$ cat src/rtl/int_entry_seq.sv
// Interrupt/exception entry and RETI sequencer: saves {ie, pc} on a small
// hardware stack, stalls the core and redirects the PC to the vector.
module int_entry_seq #(
   parameter int unsigned ADDR_WIDTH = 24,
   parameter int unsigned DEPTH      = 4
) (
   input  logic                       clk,
   input  logic                       exp_clr,
   input  logic                       int_req,
   input  logic [ADDR_WIDTH-1:0]      ivec_addr,
   input  logic                       exp_req,
   input  logic [ADDR_WIDTH-1:0]      exp_vec,
   input  logic                       instr_done,
   input  logic [ADDR_WIDTH-1:0]      pc_next,
   input  logic                       reti,
   input  logic                       sei,
   output logic                       cpu_hold,
   output logic                       pc_load,
   output logic [ADDR_WIDTH-1:0]      pc_target,
   output logic                       int_ack,
   output logic                       exp_ack,
   output logic                       in_service,
   output logic [$clog2(DEPTH+1)-1:0] depth,
   output logic                       stack_ovf
);
   localparam int unsigned   DW   = $clog2(DEPTH + 1);
   localparam int unsigned   IW   = (DEPTH > 1) ? $clog2(DEPTH) : 1;
   localparam logic [DW-1:0] DMAX = DW'(DEPTH);

   typedef enum logic [1:0] {ST_IDLE, ST_SAVE, ST_VECTOR, ST_RETURN} state_t;
   state_t state, state_nxt;

   logic                  ie;
   logic                  exp_q;
   logic [ADDR_WIDTH-1:0] vec_q;
   logic [ADDR_WIDTH-1:0] pc_q;
   logic [ADDR_WIDTH-1:0] stk_pc [DEPTH];
   logic                  stk_ie [DEPTH];
   logic                  acc_exp;
   logic                  acc_int;
   logic                  full;
   logic [IW-1:0]         top_idx;
   logic [IW-1:0]         push_idx;

   // A push at full depth (exceptions only) overwrites the top entry.
   assign full       = (depth == DMAX);
   assign top_idx    = IW'(depth - DW'(1));
   assign push_idx   = full ? IW'(DEPTH - 1) : IW'(depth);
   assign in_service = (depth != '0);

   always_ff @(posedge clk or posedge exp_clr) begin
      if (exp_clr) state <= ST_IDLE;
      else         state <= state_nxt;
   end

   always_comb begin
      state_nxt = state;
      acc_exp   = 1'b0;
      acc_int   = 1'b0;
      cpu_hold  = 1'b0;
      pc_load   = 1'b0;
      pc_target = '0;
      int_ack   = 1'b0;
      exp_ack   = 1'b0;
      case (state)
         ST_IDLE: begin
            if (instr_done) begin
               if (exp_req) begin
                  acc_exp   = 1'b1;
                  state_nxt = ST_SAVE;
               end else if (int_req && ie && !full) begin
                  acc_int   = 1'b1;
                  state_nxt = ST_SAVE;
               end else if (reti && depth != '0) begin
                  state_nxt = ST_RETURN;
               end
            end
         end
         ST_SAVE: begin
            cpu_hold  = 1'b1;
            state_nxt = ST_VECTOR;
         end
         ST_VECTOR: begin
            cpu_hold  = 1'b1;
            pc_load   = 1'b1;
            pc_target = vec_q;
            int_ack   = !exp_q;
            exp_ack   = exp_q;
            state_nxt = ST_IDLE;
         end
         ST_RETURN: begin
            cpu_hold  = 1'b1;
            pc_load   = 1'b1;
            pc_target = stk_pc[top_idx];
            state_nxt = ST_IDLE;
         end
         default: state_nxt = ST_IDLE;
      endcase
   end

   always_ff @(posedge clk or posedge exp_clr) begin
      if (exp_clr) begin
         ie        <= 1'b1;
         depth     <= '0;
         stack_ovf <= 1'b0;
         exp_q     <= 1'b0;
         vec_q     <= '0;
         pc_q      <= '0;
      end else begin
         if (sei) ie <= 1'b1;
         if (acc_exp || acc_int) begin
            vec_q <= acc_exp ? exp_vec : ivec_addr;
            exp_q <= acc_exp;
            pc_q  <= pc_next;
         end
         // Later assignments override sei: the SAVE clear wins, RETURN merges.
         case (state)
            ST_SAVE: begin
               ie <= 1'b0;
               if (full) stack_ovf <= 1'b1;
               else      depth     <= depth + DW'(1);
            end
            ST_RETURN: begin
               ie    <= stk_ie[top_idx] | sei;
               depth <= depth - DW'(1);
            end
            default: ;
         endcase
      end
   end

   always_ff @(posedge clk) begin
      if (state == ST_SAVE) begin
         stk_pc[push_idx] <= pc_q;
         stk_ie[push_idx] <= ie;
      end
   end

endmodule

$ cat config.mk
export PLATFORM = sky130hd
export DESIGN_NAME = int_entry_seq
export DESIGN_NICKNAME = d
export VERILOG_FILES = /design/src/rtl/int_entry_seq.sv
export SDC_FILE = /design/constraint.sdc
export NUM_CORES = 1
export LEC_CHECK = 0
export ABC_AREA = 1
export ABC_CLOCK_PERIOD_IN_PS = 7400
export CAP_MARGIN = 20
export CORE_ASPECT_RATIO = 2
export CORE_MARGIN = 10
export CORE_UTILIZATION = 35
export DETAILED_ROUTE_END_ITERATION = 10
export PLACE_DENSITY = 0.65
export SYNTH_ARGS = -nofsm -noshare
export SYNTH_HDL_FRONTEND = slang
export SYNTH_SLANG_ARGS = --single-unit
$ cat constraint.sdc
create_clock -name clk -period 7.4 [get_ports clk]
set_clock_uncertainty 0.05 [all_clocks]
set_input_delay 1.11 -clock clk [delete_from_list [all_inputs] [get_ports clk]]
set_output_delay 1.11 -clock clk [all_outputs]
set_load 0.01 [all_outputs]
; ---- After elaboration in Yosys (flattened, before gate mapping)
; Memories as Yosys holds them, arrays and structs flattened.
; Cells that the tools add are included.
; Widths: inputs -> output; s select.
[classes]
addsub = 2
n_eq_ne = 7
muxes = 25
bitwise_logic = 1
reduce_logical = 15
[ops]
columns = cell, n
row1 = $pmux 24 s2, 1
row2 = $mux 24, 1
row3 = $mux 1, 14
row4 = $mux 2, 5
row5 = $pmux 2 s3, 1
row6 = $pmux 3 s2, 1
row7 = $reduce_and 2->1, 3
row8 = $reduce_bool 3->1, 2
row9 = $eq 2x2->1 const B, 2
row10 = $ne 2x2->1 const B, 2
row11 = $ne 4x4->1 const B, 1
row12 = $add 3x1->3 const B, 1
row13 = $eq 3x3->1 const B, 1
row14 = $logic_and 1x1->1, 3
row15 = $mux 3, 1
row16 = $reduce_or 3->1, 1
row17 = $sub 3x1->3 const B, 1
row18 = $eq 2x1->1 const B, 1
row19 = $logic_not 1->1, 2
row20 = $logic_not 2->1, 1
row21 = $pmux 1 s2, 1
row22 = $reduce_bool 2->1, 1
row23 = $reduce_or 2->1, 1
row24 = $logic_or 1x1->1, 1
row25 = $or 1x1->1, 1
[word_totals]
ff_bits = 56
mem_bits_rw = 100
input_bits = 79
out_inout_bits = 33
word_cells = 59
memories = 2
[mem_list]
columns = name, depth, word_bits, rd, rd_clocked_by_memory_dff, wr, line_no
row1 = stk_pc, 4, 24, 1, 0, 1, 37  ; logic [ADDR_WIDTH-1:0] stk_pc [DEPTH];
row2 = stk_ie, 4, 1, 1, 0, 1, 38  ; logic stk_ie [DEPTH];

; ---- Logic depth before layout (Yosys ltp)
; Gate-level depths: netlist of the first run.
[depth]
word_depth = 8
depth_mapped = 11
ltp_nobuf = 8

; ---- Least setup slack after synthesis of the first run
; Ideal clock, no wire load.
[synth_timing]
path_type = register to register
start = register depth[0]
end = memory stk_ie[0], enable pin
setup_time_ns = 0.470
arrival_ns = 3.810
required_time_ns = 6.880
setup_slack_ns = 3.070
stages_incl_launch_ff = 8
n_path_buf = 2
synth_period_minus_slack_ns = 4.330
cell_sequence = dfrtp_1 -> buf_2 -> clkinv_1 -> clkbuf_1 -> ha_1 -> nand2_1 -> inv_1 -> nor4_1
[synth_via]
elab_chain_cells = 2
[synth_rtl]
columns = element, line_no
row1 = from (decl), 23  ; output logic [$clog2(DEPTH+1)-1:0] depth,
row2 = from (signal assigned), 121  ; else depth <= depth + DW'(1);
row3 = from (signal assigned), 125  ; depth <= depth - DW'(1);
row4 = $eq 3x3->1, 46  ; assign full = (depth == DMAX);
row5 = $mux 2 (*), 48  ; assign push_idx = full ? IW'(DEPTH - 1) : IW'(depth);
row6 = to (decl), 38
; Every way passes the cells marked *; elsewhere a longest branch is shown, timed or not.

; ---- Worst setup path after layout of the first run
[layout_timing]
start = register depth[0]
end = output pc_target[11]
[layout_via]
elab_chain_cells = 3
[layout_rtl]
columns = element, line_no
row1 = $sub 3x1->3, n/a
row2 = $mem_v2 4x24, n/a
row3 = $pmux 24 s2, 65  ; case (state)
row4 = to (decl), 19  ; output logic [ADDR_WIDTH-1:0] pc_target,
; Every way passes these cells.

==> results of run 1 <==
## through the flow
| stage | instances | cell area [µm²] | hold WS, ns | power (W) | utilization |
|---|---|---|---|---|---|
| final | 1070 | 8620 | 0.428 | 0.00344 | 0.458 |
| after global routing | 1070 | 8620 | 0.449 | 0.00367 | 0.458 |
| after CTS | 1069 | 8600 | 0.433 | 0.00348 | 0.456 |
| after detailed placement | 1037 | 8060 | 0.417 | 0.00269 | 0.428 |
| after global placement | 1037 | 8060 | 0.413 | 0.00267 | 0.428 |
| after floorplan | 700 | 6730 | 0.399 | 0.00217 | - |
## final timing paths
| path | startpoint | endpoint | slack, ns | depth (start not counted) |
|---|---|---|---|---|
| setup / recovery | depth[0]$_DFFE_PP0P_ | pc_target[11] | 2.18 | 7 |
| setup reg to reg | depth[0]$_DFFE_PP0P_ | pc_q[12]$_DFFE_PP0P_ | 4.15 | 8 |
| hold / removal | vec_q[19]$_DFFE_PP0P_ | vec_q[19]$_DFFE_PP0P_ | 0.43 | 2 |
| max in group asynchronous | exp_clr | depth[0]$_DFFE_PP0P_ | 5.54 | 3 |
| hold reg to reg | vec_q[19]$_DFFE_PP0P_ | vec_q[19]$_DFFE_PP0P_ | 0.43 | 2 |
| min in group asynchronous | exp_clr | pc_q[19]$_DFFE_PP0P_ | 1.19 | 3 |
## cell type report
| type | count | area share |
|---|---|---|
| Clock inverter | 13 | 0.0112 |
| Timing Repair Buffer | 121 | 0.140 |
| Sequential cell | 156 | 0.511 |
| Clock buffer | 19 | 0.0514 |
| Inverter | 16 | 0.00696 |
| Multi-Input combinational cell | 490 | 0.243 |
| Tap cell | 255 | 0.0370 |
## state kept, by name (all words and copies together) (netlist names)
name	flops
depth	3
vec_q	24
state	2
stack_ovf	1
stk_ie	4
pc_q	24
exp_q	1
stk_pc	96
ie	1
## power breakdown
part	switching (W)	internal [W]	leakage [nW]	total (W)
registers	0.000203	0.00126	1.61	0.00147
logic	0.000750	0.000444	1.82	0.00119
clock network	0.000345	0.000438	0.263	0.000784
## layer usage
metal | vias to the layer above | GRT usage | wire length (µm)
li1 | 2497 | - | -
met1 | 2407 | 0.149 | 6770
met2 | 146 | 0.262 | 9900
met3 | 16 | 0.0292 | 815
met4 | 0 | 0.0522 | 279
met5 | - | 0 | 0
## cells in the final DEF (no fill, tap or decap), types with 3 or more instances in the layout
cell type        count
clkdlybuf4s50_1    111
inv_1               11
buf_4                9
clkinv_1             3
nand3_1            101
o21ai_0              4
nand2_1            359
nor2_1               5
ha_1                 5
clkinv_2             4
clkbuf_16           17
dfrtp_1             54
edfxtp_1           100
clkinv_4             6
## cell families (layout without fill, tap and decap cells)
logic type               after synthesis  in the layout
adder cells (fa/ha/maj)                5              5
AND/OR/NAND/NOR                      474            474
XOR/XNOR                               1              1
buffers and inverters                 54            169
flip-flops                           156            156
AO/OA/AOI/OAI                         10             10
## critical path, cell delays in order (launching register included)
cell and delay (ns):
dfrtp_2 1.07, clkinv_1 0.24, ha_1 0.37, clkinv_1 0.80, nand3_1 0.38, nand3_1 0.11
nand2_1 0.11, clkdlybuf4s50_1 0.56
==> flow_metrics.py, run 1 <==
metrics = {
    "power": {
        "leakage_nw": 3.69,
        "ir_drop_v": 0.000263,
        "p_per_area_nw_per_um2": 399,
    },
    "cts": {
        "clk_pin_slew_ns": 0.06,
        "cts_resized": 0,
        "postCtsHoldBufs": 0,
        "cts_sinks": 156,
        "cts_buffers": 17,
        "postCtsSetupBuffers": 0,
        "cts_max_path_buffers": 2,
        "cts_max_level": 4,
        "cts_tree": "yes",
        "clockRootBuffer": "clkbuf_16",
        "clock_latency_ns": 0.42,
    },
    "route": {
        "dr.pass1.iters": 5,
        "vias": 5066,
        "route.antenna.remaining_nets": 0,
        "via_per_inst": 4.73,
        "drc": 0,
        "drt_wl_total_mm": 17.8,
        "routedWlPerCell_um": 16.6,
        "initialDrtViolationCount": 276,
    },
    "final_layout": {
        "synthToLayoutAreaGrowth_pct": 28.1,
        "num-fill-cells": 1829,
        "multi_input_area_um2": 2090,
        "drive_above_1_share": 0.0663,
        "layout.nets": 886,
        "antennaDiodeCount": 0,
        "regArea_um2": 4410,
    },
    "global_route": {
        "track_usage": 0.140,
        "first_global_vias": 5201,
        "grt_pass1_wl_mm": 28.0,
        "overflow": 0,
        "grt_antenna_before_repair": 0,
        "grt_max_degree": 58,
    },
    "hold_path": {
        "hold_class": "reg -> reg",
    },
    "yosys": {
        "synthCells": 700,
        "syn-num-nets": 784,
        "synth_edf_count": 100,
        "yosys.area.top_type_share": 0.446,
        "synthXorXnorAreaFrac": 0.00130,
        "yosysWarnings": 0,
        "synth-compound-area-share": 0.00873,
        "synthMuxAreaShare": 0,
        "synth_seq_cells": 156,
        "synth.most_common_cell": "nand2_1",
        "avgSynthCellArea_um2": 9.62,
        "synth-simple-area-share": 0.287,
        "synth_top_family_by_area": "simple AND/OR/NAND/NOR gates",
        "synth_area_leader_cell": "edfxtp_1",
        "synthArstFlopShare": 0.359,
        "yosys.area_share.adder": 0.00929,
        "ys_top_cells_by_count": "nand2_1, nand3_1, edfxtp_1",
        "synthFlopType": "edfxtp_1",
        "netlist-cell-type-count": 26,
        "ys_seq_area_frac": 0.654,
        "netlist_top_cells_area": "edfxtp_1, dfrtp_1, nand2_1, nand3_1, buf_2",
        "netlist_area_um2": 6730,
    },
    "sta": {
        "rsz0062_at_grt": "no",
        "period_share": 0.706,
        "slew_violations": 0,
        "fmax_ghz": 0.191,
        "finalSetupViolCount": 0,
        "tns_ns": 0,
        "finalHoldViolations": 0,
        "slew_headroom": 0.275,
        "fin_crit_ns": 5.22,
        "final.setup.worst_slack_ns": 2.18,
        "tightest_slew_ns": 1.09,
    },
    "die": {
        "core.rowCount": 71,
        "die_y_um": 216,
        "pin_count": 112,
        "fp.dieArea_um2": 25500,
        "core-area_um2": 18800,
        "start_util": 0.358,
        "die_w_um": 118,
    },
    "setup_path": {
        "cp-end-kind": "output port",
        "criticalPathCategory": "reg -> out",
        "cp-start-kind": "flop",
        "path_max_fanout": 57,
        "crit_required_ns": 6.24,
        "cp_data_arrival_time_ns": 4.06,
    },
    "flow_run": {
        "maxCapViolCount": 0,
    },
    "run_status": {
        "outcome": "finished clean",
    },
    "placed_design": {
        "place.gp.congestion": 0.764,
        "io_buffers": 111,
        "place_ws_ns": 2.55,
        "dp_hpwl_mm": 11.7,
    },
}
No activity file was read; power rests on OpenSTA's default activity.
==> run 2, diff against run 1 <==
- ABC_CLOCK_PERIOD_IN_PS: 7400 -> 4760
- PLACE_DENSITY: 0.65 -> 0.68
- clock period: 7.4 -> 4.76 ns (I/O delays scaled with it)
==> run 2 against run 1 <==
Count of clock-buffer cells in the layout decreased by 1. Die area unchanged. Largest power group unchanged. Clock power increased by 67%. Critical path type unchanged. Utilization increased by 0.29 points.
==> flow_metrics.py, run 2 (synthesis gave the netlist of run 1 again) <==
metrics = {
    "final_layout": {
        "synthToLayoutAreaGrowth_pct": 28.9,
        "layout.nets": 889,
        "layout_common_cells": "nand2_1, clkdlybuf4s50_1, nand3_1, edfxtp_1, dfrtp_1",
        "drive_above_1_share": 0.0685,
        "largest_reg_flops": 96,
        "stdcell_count": 1073,
        "antennaDiodeCount": 0,
        "finish.utilization": 0.461,
        "regMostFlops": "stk_pc",
        "top_regs": "stk_pc x96, pc_q x24, vec_q x24",
        "layout_commonest_cell": "nand2_1",
    },
    "sta": {
        "finalHoldViolations": 0,
        "period_share": 0.782,
        "tightest_slew_ns": 1.10,
        "fin_crit_ns": 3.72,
        "slew_violations": 0,
        "finalSetupViolCount": 0,
        "fmax_ghz": 0.269,
        "final.setup.worst_slack_ns": 1.04,
        "slew_headroom": 0.267,
        "tns_ns": 0,
        "rsz0062_at_grt": "no",
    },
    "die": {
        "die_y_um": 216,
        "core-area_um2": 18800,
        "core.rowCount": 71,
        "start_util": 0.358,
        "fp.dieArea_um2": 25500,
        "die_w_um": 118,
        "pin_count": 112,
    },
    "run_status": {
        "outcome": "finished clean",
    },
    "cts": {
        "cts_tree": "yes",
        "clk_pin_slew_ns": 0.06,
        "clock_latency_ns": 0.43,
        "cts_resized": 0,
        "cts_buffers": 17,
        "cts_max_level": 4,
        "cts_sinks": 156,
        "clockRootBuffer": "clkbuf_16",
        "postCtsHoldBufs": 0,
        "postCtsSetupBuffers": 0,
        "cts_max_path_buffers": 2,
    },
    "route": {
        "dr.pass1.iters": 5,
        "route.antenna.remaining_nets": 0,
        "via_per_inst": 4.72,
        "drc": 0,
        "vias": 5064,
        "initialDrtViolationCount": 334,
        "drt_wl_total_mm": 18.3,
        "routedWlPerCell_um": 17.1,
    },
    "power": {
        "leakage_nw": 3.72,
        "p_per_area_nw_per_um2": 633,
        "ir_drop_v": 0.000383,
    },
    "setup_path": {
        "cp_slowest_stage_delay_ns": 0.79,
        "crit_top_cell": "nand2_1",
        "cp_data_arrival_time_ns": 2.96,
        "crit_family": "buffers and inverters",
        "path_max_fanout": 25,
        "cp-start-kind": "flop",
        "crit_buf_inv": 2,
        "cp-end-kind": "output port",
        "worstPathCellList": "nand2_1 > clkinv_1 > nand3_1 > nand2_1 > clkdlybuf4s50_1",
        "criticalPathCategory": "reg -> out",
        "crit_required_ns": 4.00,
        "cpMaxStageDelayCell": "clkinv_1",
    },
    "placed_design": {
        "dp_hpwl_mm": 12.2,
        "place.gp.congestion": 0.836,
        "place_ws_ns": 1.49,
        "io_buffers": 111,
        "dpl.cell_count": 1039,
    },
    "global_route": {
        "first_global_vias": 5267,
        "grt_antenna_before_repair": 0,
        "grt_max_degree": 57,
        "overflow": 0,
        "grt_pass1_wl_mm": 28.9,
        "track_usage": 0.146,
    },
    "hold_path": {
        "hold_class": "reg -> reg",
    },
    "flow_run": {
        "maxCapViolCount": 0,
    },
}
## run 2: cell count changes in the layout (fill, tap and decap cells not counted), sizes merged
cell / previous run / this run
clkinv: 13 / 8
buf: 10 / 13
clkbuf: 19 / 18
inv: 14 / 20
clkinvlp: 2 / 1
bufinv: 0 / 1
## run 2: power by group
part           leakage (nW)  total, W  switching (W)  internal (W)
registers              1.61   0.00221       0.000242       0.00196
clock network         0.276   0.00131       0.000573      0.000732
logic                  1.83   0.00198        0.00127      0.000706
total                  3.72   0.00549        0.00209       0.00340
## run 2: path summary, 6_finish.rpt
path | startpoint | endpoint | slack (ns) | depth (start not counted)
worst max register to register | depth[0]$_DFFE_PP0P_ | stk_pc[1][17]$_DFFE_PP_ | 2.26 | 5
worst min register to register | vec_q[18]$_DFFE_PP0P_ | vec_q[18]$_DFFE_PP0P_ | 0.43 | 2
worst max-delay path | state[0]$_DFFE_PP0P_ | pc_target[4] | 1.04 | 5
min in group asynchronous | exp_clr | pc_q[19]$_DFFE_PP0P_ | 0.66 | 2
max in group asynchronous | exp_clr | vec_q[2]$_DFFE_PP0P_ | 3.11 | 3
worst min-delay path | vec_q[18]$_DFFE_PP0P_ | vec_q[18]$_DFFE_PP0P_ | 0.43 | 2
## run 2: worst register-to-register path: cells and delay by family (launching register included)
| family | cells | cell delay [ns] |
|---|---|---|
| buffers and inverters | 3 | 0.97 |
| flip-flops | 1 | 0.36 |
| adder cells (fa/ha/maj) | 1 | 0.26 |
| AND/OR/NAND/NOR | 1 | 0.53 |
## run 2: metrics by stage
stage / hold WS, ns / power (W) / instance area, µm²
after floorplan: 0.399 / 0.00338 / 6730
after global placement: 0.413 / 0.00416 / 8070
after detailed placement: 0.416 / 0.00422 / 8070
after CTS: 0.433 / 0.00553 / 8640
after global routing: 0.456 / 0.00584 / 8680
final: 0.428 / 0.00549 / 8680
## run 2: routing by layer
metal / part of all wire / vias up / wire [µm] / track usage
met4: 0.032 / 0 / 585 / 0.0725
met2: 0.55 / 142 / 10000 / 0.265
met3: 0.037 / 31 / 682 / 0.0297
li1: - / 2502 / - / -
met5: 0 / - / 0 / 0
met1: 0.38 / 2389 / 7050 / 0.155
## run 2: cell type report
cell class	instances	area, µm²
Multi-Input combinational cell	490	2090
Tap cell	255	319
Timing Repair Buffer	124	1230
Clock inverter	14	136
Sequential cell	156	4410
Inverter	16	60.1
Fill cell	1793	10200
Clock buffer	18	429
